### config.mk
export PLATFORM = sky130hd
export DESIGN_NAME = d_pipe_reg
export DESIGN_NICKNAME = d
export VERILOG_FILES = /design/src/rtl/d_pipe_reg_pkg.sv /design/src/rtl/d_pipe_reg.sv
export SDC_FILE = /design/constraint.sdc
export NUM_CORES = 1
export LEC_CHECK = 0
export ABC_AREA = 0
export ABC_CLOCK_PERIOD_IN_PS = 1500
export CORE_MARGIN = 8
export CORE_UTILIZATION = 30
export DETAILED_ROUTE_END_ITERATION = 6
export PLACE_DENSITY = 0.67
export REMOVE_ABC_BUFFERS = 1
export SYNTH_ARGS = -nofsm -noshare
export SYNTH_HDL_FRONTEND = slang
export SYNTH_SLANG_ARGS = --single-unit
export TNS_END_PERCENT = 20
### constraint.sdc
create_clock -name clk -period 1.5 [get_ports clk]
set_input_delay 0.3 -clock clk [delete_from_list [all_inputs] [get_ports clk]]
set_output_delay 0.3 -clock clk [all_outputs]
set_load 0.02 [all_outputs]
### src/rtl/d_pipe_reg_pkg.sv
// Shared constants for the P7 core front end: reset/handler vectors, exception codes,
// and the helper that sanitises a fetched instruction word.
package d_pipe_reg_pkg;

    localparam int          EXC_W_DEF      = 5;
    localparam logic [31:0] RESET_PC_DEF   = 32'h0000_3000;
    localparam logic [31:0] HANDLER_PC_DEF = 32'h0000_4180;
    localparam logic [31:0] NOP_INSTR      = 32'h0000_0000;

    // MIPS CP0 Cause.ExcCode values
    localparam logic [EXC_W_DEF-1:0] EXC_NONE = 5'd0;
    localparam logic [EXC_W_DEF-1:0] EXC_ADEL = 5'd4;
    localparam logic [EXC_W_DEF-1:0] EXC_ADES = 5'd5;
    localparam logic [EXC_W_DEF-1:0] EXC_RI   = 5'd10;
    localparam logic [EXC_W_DEF-1:0] EXC_OV   = 5'd12;

    // A faulted fetch read garbage; decode must see a nop instead.
    function automatic logic [31:0] fetch_instr(input logic [31:0] instr, input logic faulted);
        return faulted ? NOP_INSTR : instr;
    endfunction

endpackage

### src/rtl/d_pipe_reg.sv
// F->D pipeline register: captures fetch outputs each cycle and applies
// reset > req > stall > flush > load priority. All outputs come straight from flops.
module d_pipe_reg
    import d_pipe_reg_pkg::*;
#(
    parameter logic [31:0] RESET_PC   = RESET_PC_DEF,
    parameter logic [31:0] HANDLER_PC = HANDLER_PC_DEF,
    parameter int          EXC_W      = EXC_W_DEF
) (
    input  logic             clk,
    input  logic             reset,
    input  logic             req,
    input  logic             stall,
    input  logic             flush,
    input  logic [31:0]      PC_F,
    input  logic [31:0]      instr_F,
    input  logic [EXC_W-1:0] F_excCode,
    input  logic             BD_F,
    output logic [31:0]      PC_D,
    output logic [31:0]      instr_D,
    output logic [EXC_W-1:0] D_excCode,
    output logic             BD_D,
    output logic             valid_D
);

    logic f_faulted;
    assign f_faulted = (F_excCode != '0);

    // Bubbles always carry a zero exception code so nothing can fault out of one.
    always_ff @(posedge clk) begin
        if (reset) begin
            PC_D      <= RESET_PC;
            instr_D   <= NOP_INSTR;
            D_excCode <= '0;
            BD_D      <= 1'b0;
            valid_D   <= 1'b0;
        end else if (req) begin
            PC_D      <= HANDLER_PC;
            instr_D   <= NOP_INSTR;
            D_excCode <= '0;
            BD_D      <= 1'b0;
            valid_D   <= 1'b0;
        end else if (stall) begin
            PC_D      <= PC_D;
            instr_D   <= instr_D;
            D_excCode <= D_excCode;
            BD_D      <= BD_D;
            valid_D   <= valid_D;
        end else if (flush) begin
            PC_D      <= PC_F;
            instr_D   <= NOP_INSTR;
            D_excCode <= '0;
            BD_D      <= BD_F;
            valid_D   <= 1'b0;
        end else begin
            PC_D      <= PC_F;
            instr_D   <= fetch_instr(instr_F, f_faulted);
            D_excCode <= F_excCode;
            BD_D      <= BD_F;
            valid_D   <= 1'b1;
        end
    end

endmodule
; Word level (Yosys, flattened, before mapping)
; Index checks and enable logic that the tools add are counted.
[totals]
reg_bits = 71
input_bits = 75
[op_classes]
reduce_logical = 2
n_mux = 6
eq_ne = 1
[ops]
columns = op, n
row1 = $mux W32, 2
row2 = $mux W15, 2
row3 = $mux W5, 1
row4 = $reduce_bool A5 Y1, 1
row5 = $ne A2 B2 Y1 const B, 1
row6 = $reduce_or A2 Y1, 1
row7 = $mux W1, 1

; Depth between registers and ports, before layout
; Gate-level depths: netlist of run 1.
[logic_depth]
ltp_word = 3
mapped_depth = 5

; Worst setup path after synthesis of run 1
; No wires, ideal clock.
[synth_path]
path_kind = input to register
startpoint = input req
endpoint = register D_excCode[0]
stages = 5
arrival_ps = 972
required_time_ps = 1436
path_slack_ps = 464
cell_sequence = buf_6 > or2_1 > buf_6 > buf_6 > nor2_1
[synth_via]
elab_chain_cells = 1
[synth_rtl]
columns = item, line_no
row1 = start: declaration, d_pipe_reg.sv:12  ; input logic req,
row2 = $reduce_or A2 Y1 (no line), n/a
row3 = end signal: assignment, d_pipe_reg.sv:46  ; D_excCode <= D_excCode;
row4 = end signal: assignment, d_pipe_reg.sv:58  ; D_excCode <= F_excCode;
row5 = end: declaration, d_pipe_reg.sv:21  ; output logic [EXC_W-1:0] D_excCode,
; No other way between the ends.
; A chain may end at the register's enable or synchronous reset.

; Worst setup path in the final report of run 1
[layout_path]
startpoint = register instr_D[20]
endpoint = output instr_D[20]
[layout_lines]
columns = item, line_no
row1 = start: declaration, d_pipe_reg.sv:20  ; output logic [31:0] instr_D,
row2 = start signal: assignment, d_pipe_reg.sv:45  ; instr_D <= instr_D;
row3 = start signal: assignment, d_pipe_reg.sv:57  ; instr_D <= fetch_instr(instr_F, f_faulted);
; No word-level cell between the ends.

==> summary.txt, run 1 <==
SYNTHESIS
-------------------------------------------------------------------------------------------------
Yosys warning total                                                                             0
Mapped Cells                                                                                  276
Register area share after synthesis                                                         54.8%
Avg Synthesized Cell Area                                                               9.40 um^2
Flop and latch count out of synthesis                                                          71
Synthesized cell area                                                                   2590 um^2
Number of distinct library cell variants in the gate-level netlist after synthesis             18

ROUTE
-------------------------------------------------------------------------------------------------
Remaining antenna violation count                                                               0
Detailed-route wire length                                                                7830 um
Count of unresolved DRC violations after routing                                                0
WL/cell                                                                                   14.7 um
Post-DR vias/cell                                                                            4.49
Number of design-rule violations left by the first detailed-router iteration                   84
Number of optimization iterations in the first detailed-route pass                              4
Vias post-DR                                                                                 2386

CELLS AND AREA
-------------------------------------------------------------------------------------------------
Ant. Diodes                                                                                     0
Synth-to-layout area growth                                                                 63.4%
Layout Cell Area excl Fill                                                              4240 um^2
Fin nets                                                                                      493
Share of final-layout standard cells stronger than drive strength 1                         5.91%

PLACED DESIGN
-------------------------------------------------------------------------------------------------
Port buffer count                                                                             145
GPL Wtd Cong                                                                                0.685
Half-perimeter wire length of the detailed placement result                               5740 um
Placed cell area                                                                        4140 um^2
Post-placement setup slack                                                              -0.119 ns

DIE
-------------------------------------------------------------------------------------------------
Width of the die                                                                           109 um
Number of rows created at floorplan                                                            34
Die span in y                                                                              109 um
I/O pin total                                                                                 146
Placeable core region                                                                   8550 um^2
Initial Utilization                                                                         30.3%
Total Die Area                                                                         11900 um^2

CLOCK NETWORK
-------------------------------------------------------------------------------------------------
Number of sinks on the clock net                                                               71
CTS tree                                                                                     done
CTS Buf Count                                                                                   9
Number of gates resized after CTS                                                              71
Root buffer selected by CTS                                                          sky130_fd_sc_hd__clkbuf_8
CTS max path bufs                                                                               2
Post-CTS Setup Repair Bufs                                                                      0
Worst-path clk slew                                                                       0.07 ns
Number of H-tree levels                                                                         3
Clk_lat worst skew                                                                        0.33 ns
Number of hold buffers added after cts                                                          0

CRITICAL PATH
-------------------------------------------------------------------------------------------------
Largest fanout of any net on the critical path                                                  2
Kind of end point of the critical path                                                output port
Data arrival time of the critical path                                                    1.02 ns
Critical path's top delay family                                                     buffers and inverters
Slowest stage cell on the critical path                                              sky130_fd_sc_hd__dlygate4sd2_1
CP bufs+invs                                                                                    1
Critical path start-end classification                                               register to output port
Delay of the slowest cell on the worst path                                               0.35 ns
Cells traversed along the worst timing path                                          dlygate4sd2_1
Critical Path RT                                                                          1.20 ns
Startpoint types                                                                         register

STA
-------------------------------------------------------------------------------------------------
RSZ-0062 raised after global routing                                                           no
Max Slew Vio Count                                                                              0
Clock Skews                                                                                  0 ns
Shortest clock period the worst path allows after layout                                  1.32 ns
FMAX                                                                                      755 MHz
Period utilisation layout                                                                   88.3%
Count of endpoints failing setup in the final report                                            0
Relative max-transition margin                                                              72.0%
Worst-case setup margin in the final layout                                              0.175 ns
Hold Vio Cnt, Final                                                                             0
Measured slew at the worst slew-check pin                                                0.420 ns

PWR
-------------------------------------------------------------------------------------------------
Reported leakage power                                                                    1.93 nW
Pwr/cell area                                                                         929 nW/um^2
Total power of the final layout                                                         0.00394 W
Peak supply drop                                                                       0.000365 V

HOLD PATH
-------------------------------------------------------------------------------------------------
Path type of the worst min-delay path                                                register to register

RUN STATUS
-------------------------------------------------------------------------------------------------
Outcome                                                                              complete, no violations

GLOBAL ROUTING
-------------------------------------------------------------------------------------------------
Largest net degree at the start of global routing                                              65
First-pass GRT wire length                                                               12400 um
Number of global-route vias before repair                                                    2437
Overall fraction of global-route tracks in use                                              13.1%
Initial antenna violation count                                                                 0
Remaining global-route overflow                                                                 0

JOB
-------------------------------------------------------------------------------------------------
Max-cap violations                                                                              0

==> metal layers <==
layer / part of all wire, % / vias up / global-route usage (%)
met5: 0 / - / 0
met4: 1.5 / 0 / 5.87
met3: 7.3 / 12 / 4.14
met2: 50 / 72 / 22.3
met1: 41 / 1090 / 14.6
li1: - / 1212 / -
==> area by class of cell <==
class,instances,area (um^2)
tap,108,135
multi-input combinational,183,1020
fill,867,4310
clock inverter,4,45.0
clock buffer,12,145
timing repair buffer,153,1470
sequential,71,1420
==> synthesized netlist by cell type <==
master	number	share of area (%)
sky130_fd_sc_hd__dfxtp_1	71	55
sky130_fd_sc_hd__nor2_1	38	5.5
sky130_fd_sc_hd__nand3_1	33	6.4
sky130_fd_sc_hd__nand2_1	32	4.6
sky130_fd_sc_hd__mux2i_1	30	12
sky130_fd_sc_hd__o21ai_1	30	5.8
sky130_fd_sc_hd__buf_2	13	2.5
sky130_fd_sc_hd__a22oi_1	5	1.4
sky130_fd_sc_hd__buf_6	5	2.2
sky130_fd_sc_hd__buf_4	4	1.2
sky130_fd_sc_hd__a211oi_1	3	0.87
sky130_fd_sc_hd__nor2b_1	3	0.72
sky130_fd_sc_hd__nor2_4	2	0.87
sky130_fd_sc_hd__o21ai_0	2	0.39
sky130_fd_sc_hd__o21bai_1	2	0.58
sky130_fd_sc_hd__a21oi_1	1	0.19
sky130_fd_sc_hd__nor3_1	1	0.19
sky130_fd_sc_hd__or2_1	1	0.24
==> worst paths after layout <==
path	startpoint	endpoint	slack (ns)	cells after the start
worst max-delay path	instr_D[20]$_SDFFE_PP0N_	instr_D[20]	0.18	1
worst min-delay path	instr_D[30]$_SDFFE_PP0N_	instr_D[30]$_SDFFE_PP0N_	0.47	2
worst max register to register	PC_D[14]$_SDFFE_PP0P_	PC_D[14]$_SDFFE_PP0P_	0.78	2
worst min register to register	instr_D[30]$_SDFFE_PP0N_	instr_D[30]$_SDFFE_PP0N_	0.47	2
==> metrics by stage <==
stage | setup TNS [ns] | cells | utilization (%) | hold slack [ns]
2_1_floorplan | 0 | 254 | - | 0.372
3_3_place_gp | -0.0190 | 515 | 48.4 | 0.461
3_5_place_dp | -2.39 | 515 | 48.4 | 0.465
4_1_cts | 0 | 531 | 49.6 | 0.463
5_1_grt | 0 | 531 | 49.6 | 0.480
6_report | 0 | 531 | 49.6 | 0.470
==> power by group <==
group | total (W) | internal, W | switching, W | leakage, nW
Clock | 0.00149 | 0.000807 | 0.000681 | 0.100
Combinational | 0.000510 | 0.000288 | 0.000221 | 1.25
Sequential | 0.00194 | 0.00192 | 0.0000174 | 0.576
==> sequential cells by signal (all words and copies together), names as in the netlist <==
signal	flops
BD_D	1
D_excCode	5
PC_D	32
instr_D	32
valid_D	1
==> kinds of logic (layout without fill, tap and decap cells) <==
family | after synthesis | count (layout) | share of synthesized area, %
flops | 71 | 71 | 54.8
compound gates | 43 | 43 | 9.26
mux | 30 | 30 | 11.6
simple gates | 110 | 110 | 18.5
buf+inv | 22 | 169 | 5.84
==> placed cells by master, fill, tap and decap left out, types with 2 or more instances in the layout <==
| cell type | count |
|---|---|
| sky130_fd_sc_hd__nand3_1 | 33 |
| sky130_fd_sc_hd__dlygate4sd2_1 | 71 |
| sky130_fd_sc_hd__dfxtp_1 | 71 |
| sky130_fd_sc_hd__clkbuf_1 | 2 |
| sky130_fd_sc_hd__o21bai_1 | 2 |
| sky130_fd_sc_hd__a211oi_1 | 3 |
| sky130_fd_sc_hd__nor2_4 | 2 |
| sky130_fd_sc_hd__clkinv_2 | 3 |
| sky130_fd_sc_hd__o21ai_1 | 30 |
| sky130_fd_sc_hd__mux2i_1 | 30 |
| sky130_fd_sc_hd__buf_4 | 5 |
| sky130_fd_sc_hd__nand2_1 | 32 |
| sky130_fd_sc_hd__clkbuf_8 | 10 |
| sky130_fd_sc_hd__nor2b_1 | 3 |
| sky130_fd_sc_hd__clkdlybuf4s50_1 | 73 |
| sky130_fd_sc_hd__o21ai_0 | 2 |
| sky130_fd_sc_hd__buf_12 | 4 |
| sky130_fd_sc_hd__a22oi_1 | 5 |
| sky130_fd_sc_hd__nor2_1 | 38 |
==> worst min-delay path: cells and delay by family, from the launching register on <==
family | cells | cell delay, ns
flip-flops | 1 | 0.31
AO/OA/AOI/OAI | 1 | 0.06
AND/OR/NAND/NOR | 1 | 0.07
Power figures use the tool's default switching activity.
==> run 2: changes to the inputs <==
Settings changed: ABC_CLOCK_PERIOD_IN_PS 1500 to 1400, CTS_CLUSTER_DIAMETER set to 100.
Clock period 1.5 ns to 1.4 ns, I/O delays scaled along.
==> run 2 against run 1 <==
Compared with the run above: sequential power grew 7%; global-route usage shrank 0.21 points; hold slack lost 0.18 ns; final cell count unchanged; power grew 2.6%; worst setup slack worse by 0.097 ns; clock skew unchanged; first-iteration DRC count grew 54%; critical path type unchanged; via count rose by 1.4%; count of clock-buffer cells in the layout is 1 lower; design area shrank 0.15%.
==> summary.txt, run 2 (synthesis results as in run 1) <==
RUN STATUS
-------------------------------------------------------------------------------------------
Outcome                                                                        complete, no violations

GLOBAL ROUTING
-------------------------------------------------------------------------------------------
Number of global-route vias before repair                                              2345
First-pass GRT wire length                                                         11900 um
Overall fraction of global-route tracks in use                                        12.9%
Remaining global-route overflow                                                           0
Largest net degree at the start of global routing                                        65
Initial antenna violation count                                                           0

DIE
-------------------------------------------------------------------------------------------
Die span in y                                                                        109 um
Placeable core region                                                             8550 um^2
Number of rows created at floorplan                                                      34
Width of the die                                                                     109 um
I/O pin total                                                                           146
Total Die Area                                                                   11900 um^2
Initial Utilization                                                                   30.3%

CLOCK NETWORK
-------------------------------------------------------------------------------------------
Clk_lat worst skew                                                                  0.33 ns
CTS Buf Count                                                                             9
Number of H-tree levels                                                                   3
CTS tree                                                                               done
Root buffer selected by CTS                                                    sky130_fd_sc_hd__clkbuf_8
Worst-path clk slew                                                                 0.08 ns
CTS max path bufs                                                                         2
Number of sinks on the clock net                                                         71

ROUTE
-------------------------------------------------------------------------------------------
Detailed-route wire length                                                          7830 um
WL/cell                                                                             14.7 um
Number of design-rule violations left by the first detailed-router iteration            129
Count of unresolved DRC violations after routing                                          0
Vias post-DR                                                                           2419
Number of optimization iterations in the first detailed-route pass                        4
Remaining antenna violation count                                                         0
Post-DR vias/cell                                                                      4.56

STA
-------------------------------------------------------------------------------------------
Minimum hold slack                                                                 0.292 ns
Total Neg Setup Slack                                                                  0 ns
FMAX                                                                                757 MHz
Count of endpoints failing setup in the final report                                      0
Max Slew Vio Count                                                                        0
RSZ-0062 raised after global routing                                                     no
Period utilisation layout                                                             94.4%
Hold Vio Cnt, Final                                                                       0
Clock Skews                                                                            0 ns
Measured slew at the worst slew-check pin                                          0.265 ns
Relative max-transition margin                                                        82.4%
Shortest clock period the worst path allows after layout                            1.32 ns

CELLS AND AREA
-------------------------------------------------------------------------------------------
Synth-to-layout area growth                                                           63.1%
Post-layout instance count excluding filler cells                                       531
Registers with the most flip-flops                                             PC_D: 32 flops, instr_D: 32 flops, D_excCode: 5 flops
Finished Core Util                                                                    49.5%
Most frequent cells in the layout                                              sky130_fd_sc_hd__clkdlybuf4s50_1 (73), sky130_fd_sc_hd__dfxtp_1 (71), sky130_fd_sc_hd__dlygate4sd2_1 (71)
Fill cell total of the finished layout                                                  862
Most common cell after layout, fill and taps aside                             sky130_fd_sc_hd__clkdlybuf4s50_1
Share of final-layout standard cells stronger than drive strength 1                   6.15%
Ant. Diodes                                                                               0
Fin nets                                                                                494

PWR
-------------------------------------------------------------------------------------------
Pwr/cell area                                                                   955 nW/um^2
Total power of the final layout                                                   0.00404 W
Reported leakage power                                                              1.92 nW
Peak supply drop                                                                 0.000437 V

CRITICAL PATH
-------------------------------------------------------------------------------------------
Largest fanout of any net on the critical path                                            2
Kind of end point of the critical path                                          output port
Critical Path RT                                                                    1.12 ns
Critical path start-end classification                                         register to output port
Slowest stage cell on the critical path                                        sky130_fd_sc_hd__dlygate4sd2_1
Data arrival time of the critical path                                              1.04 ns
Delay of the slowest cell on the worst path                                         0.36 ns
Startpoint types                                                                   register
CP bufs+invs                                                                              1
Critical path's top delay family                                               buffers and inverters
Cells traversed along the worst timing path                                    dlygate4sd2_1

PLACED DESIGN
-------------------------------------------------------------------------------------------
Placed Instances                                                                        516
GPL Wtd Cong                                                                          0.693
Half-perimeter wire length of the detailed placement result                         5700 um
Port buffer count                                                                       145

JOB
-------------------------------------------------------------------------------------------
Max-cap violations                                                                        0

HOLD PATH
-------------------------------------------------------------------------------------------
Path type of the worst min-delay path                                          input port to register

## run 2: cell count changes in the layout (fill, tap and decap cells not counted), sizes merged
| cell | change |
|---|---|
| bufinv | -1 |
| buf | +1 |
| clkinvlp | +1 |
| clkbuf | -1 |
## run 2: path summary, 6_finish.rpt
kind | startpoint | endpoint | slack, ns | cells after the start
setup reg to reg | PC_D[14]$_SDFFE_PP0P_ | PC_D[14]$_SDFFE_PP0P_ | 0.66 | 2
hold / removal | stall | valid_D$_SDFFE_PP0N_ | 0.29 | 3
hold reg to reg | instr_D[28]$_SDFFE_PP0N_ | instr_D[28]$_SDFFE_PP0N_ | 0.47 | 2
setup / recovery | instr_D[26]$_SDFFE_PP0N_ | instr_D[26] | 0.08 | 1
## run 2: what timing repair did
action,CTS,global route
endpoints found under the setup margin,71,0
gates resized for setup,71,0
buffers inserted,0,0
hold buffers,0,0
## run 2: routing by layer
layer	track usage (%)	vias up	wire (um)
met5	0	-	0
met3	4.55	14	652
met2	21.0	80	3890
met1	14.5	1108	3100
met4	6.94	0	184
li1	-	1217	-
## run 2: worst reg2reg max path, cell delays in order, from the launching register on
cell                       delay, ns
sky130_fd_sc_hd__dfxtp_1        0.31
sky130_fd_sc_hd__a211oi_1       0.25
sky130_fd_sc_hd__nor2_1         0.07
## run 2: layout make-up
cell class,instances,area (um^2),area share [%]
Clock buffer,11,141,3.34
Clock inverter,4,22.5,0.532
Timing Repair Buffer,154,1490,35.2
Multi-Input combinational cell,183,1020,24.1
Sequential cell,71,1420,33.6
Tap cell,108,135,3.19
## run 2: metrics by stage
step | setup slack, ns | cell area (um^2)
6_report | 0.0785 | 4230
5_1_grt | 0.0147 | 4230
4_1_cts | 0.0550 | 4230
3_5_place_dp | -0.148 | 4160
3_3_place_gp | -0.0706 | 4160
2_1_floorplan | -0.00274 | 2440
## run 2: power by group
group / internal, W / switching, W
clock network: 0.000673 / 0.000734
logic: 0.000314 / 0.000240
registers: 0.00206 / 0.0000184
total: 0.00305 / 0.000992
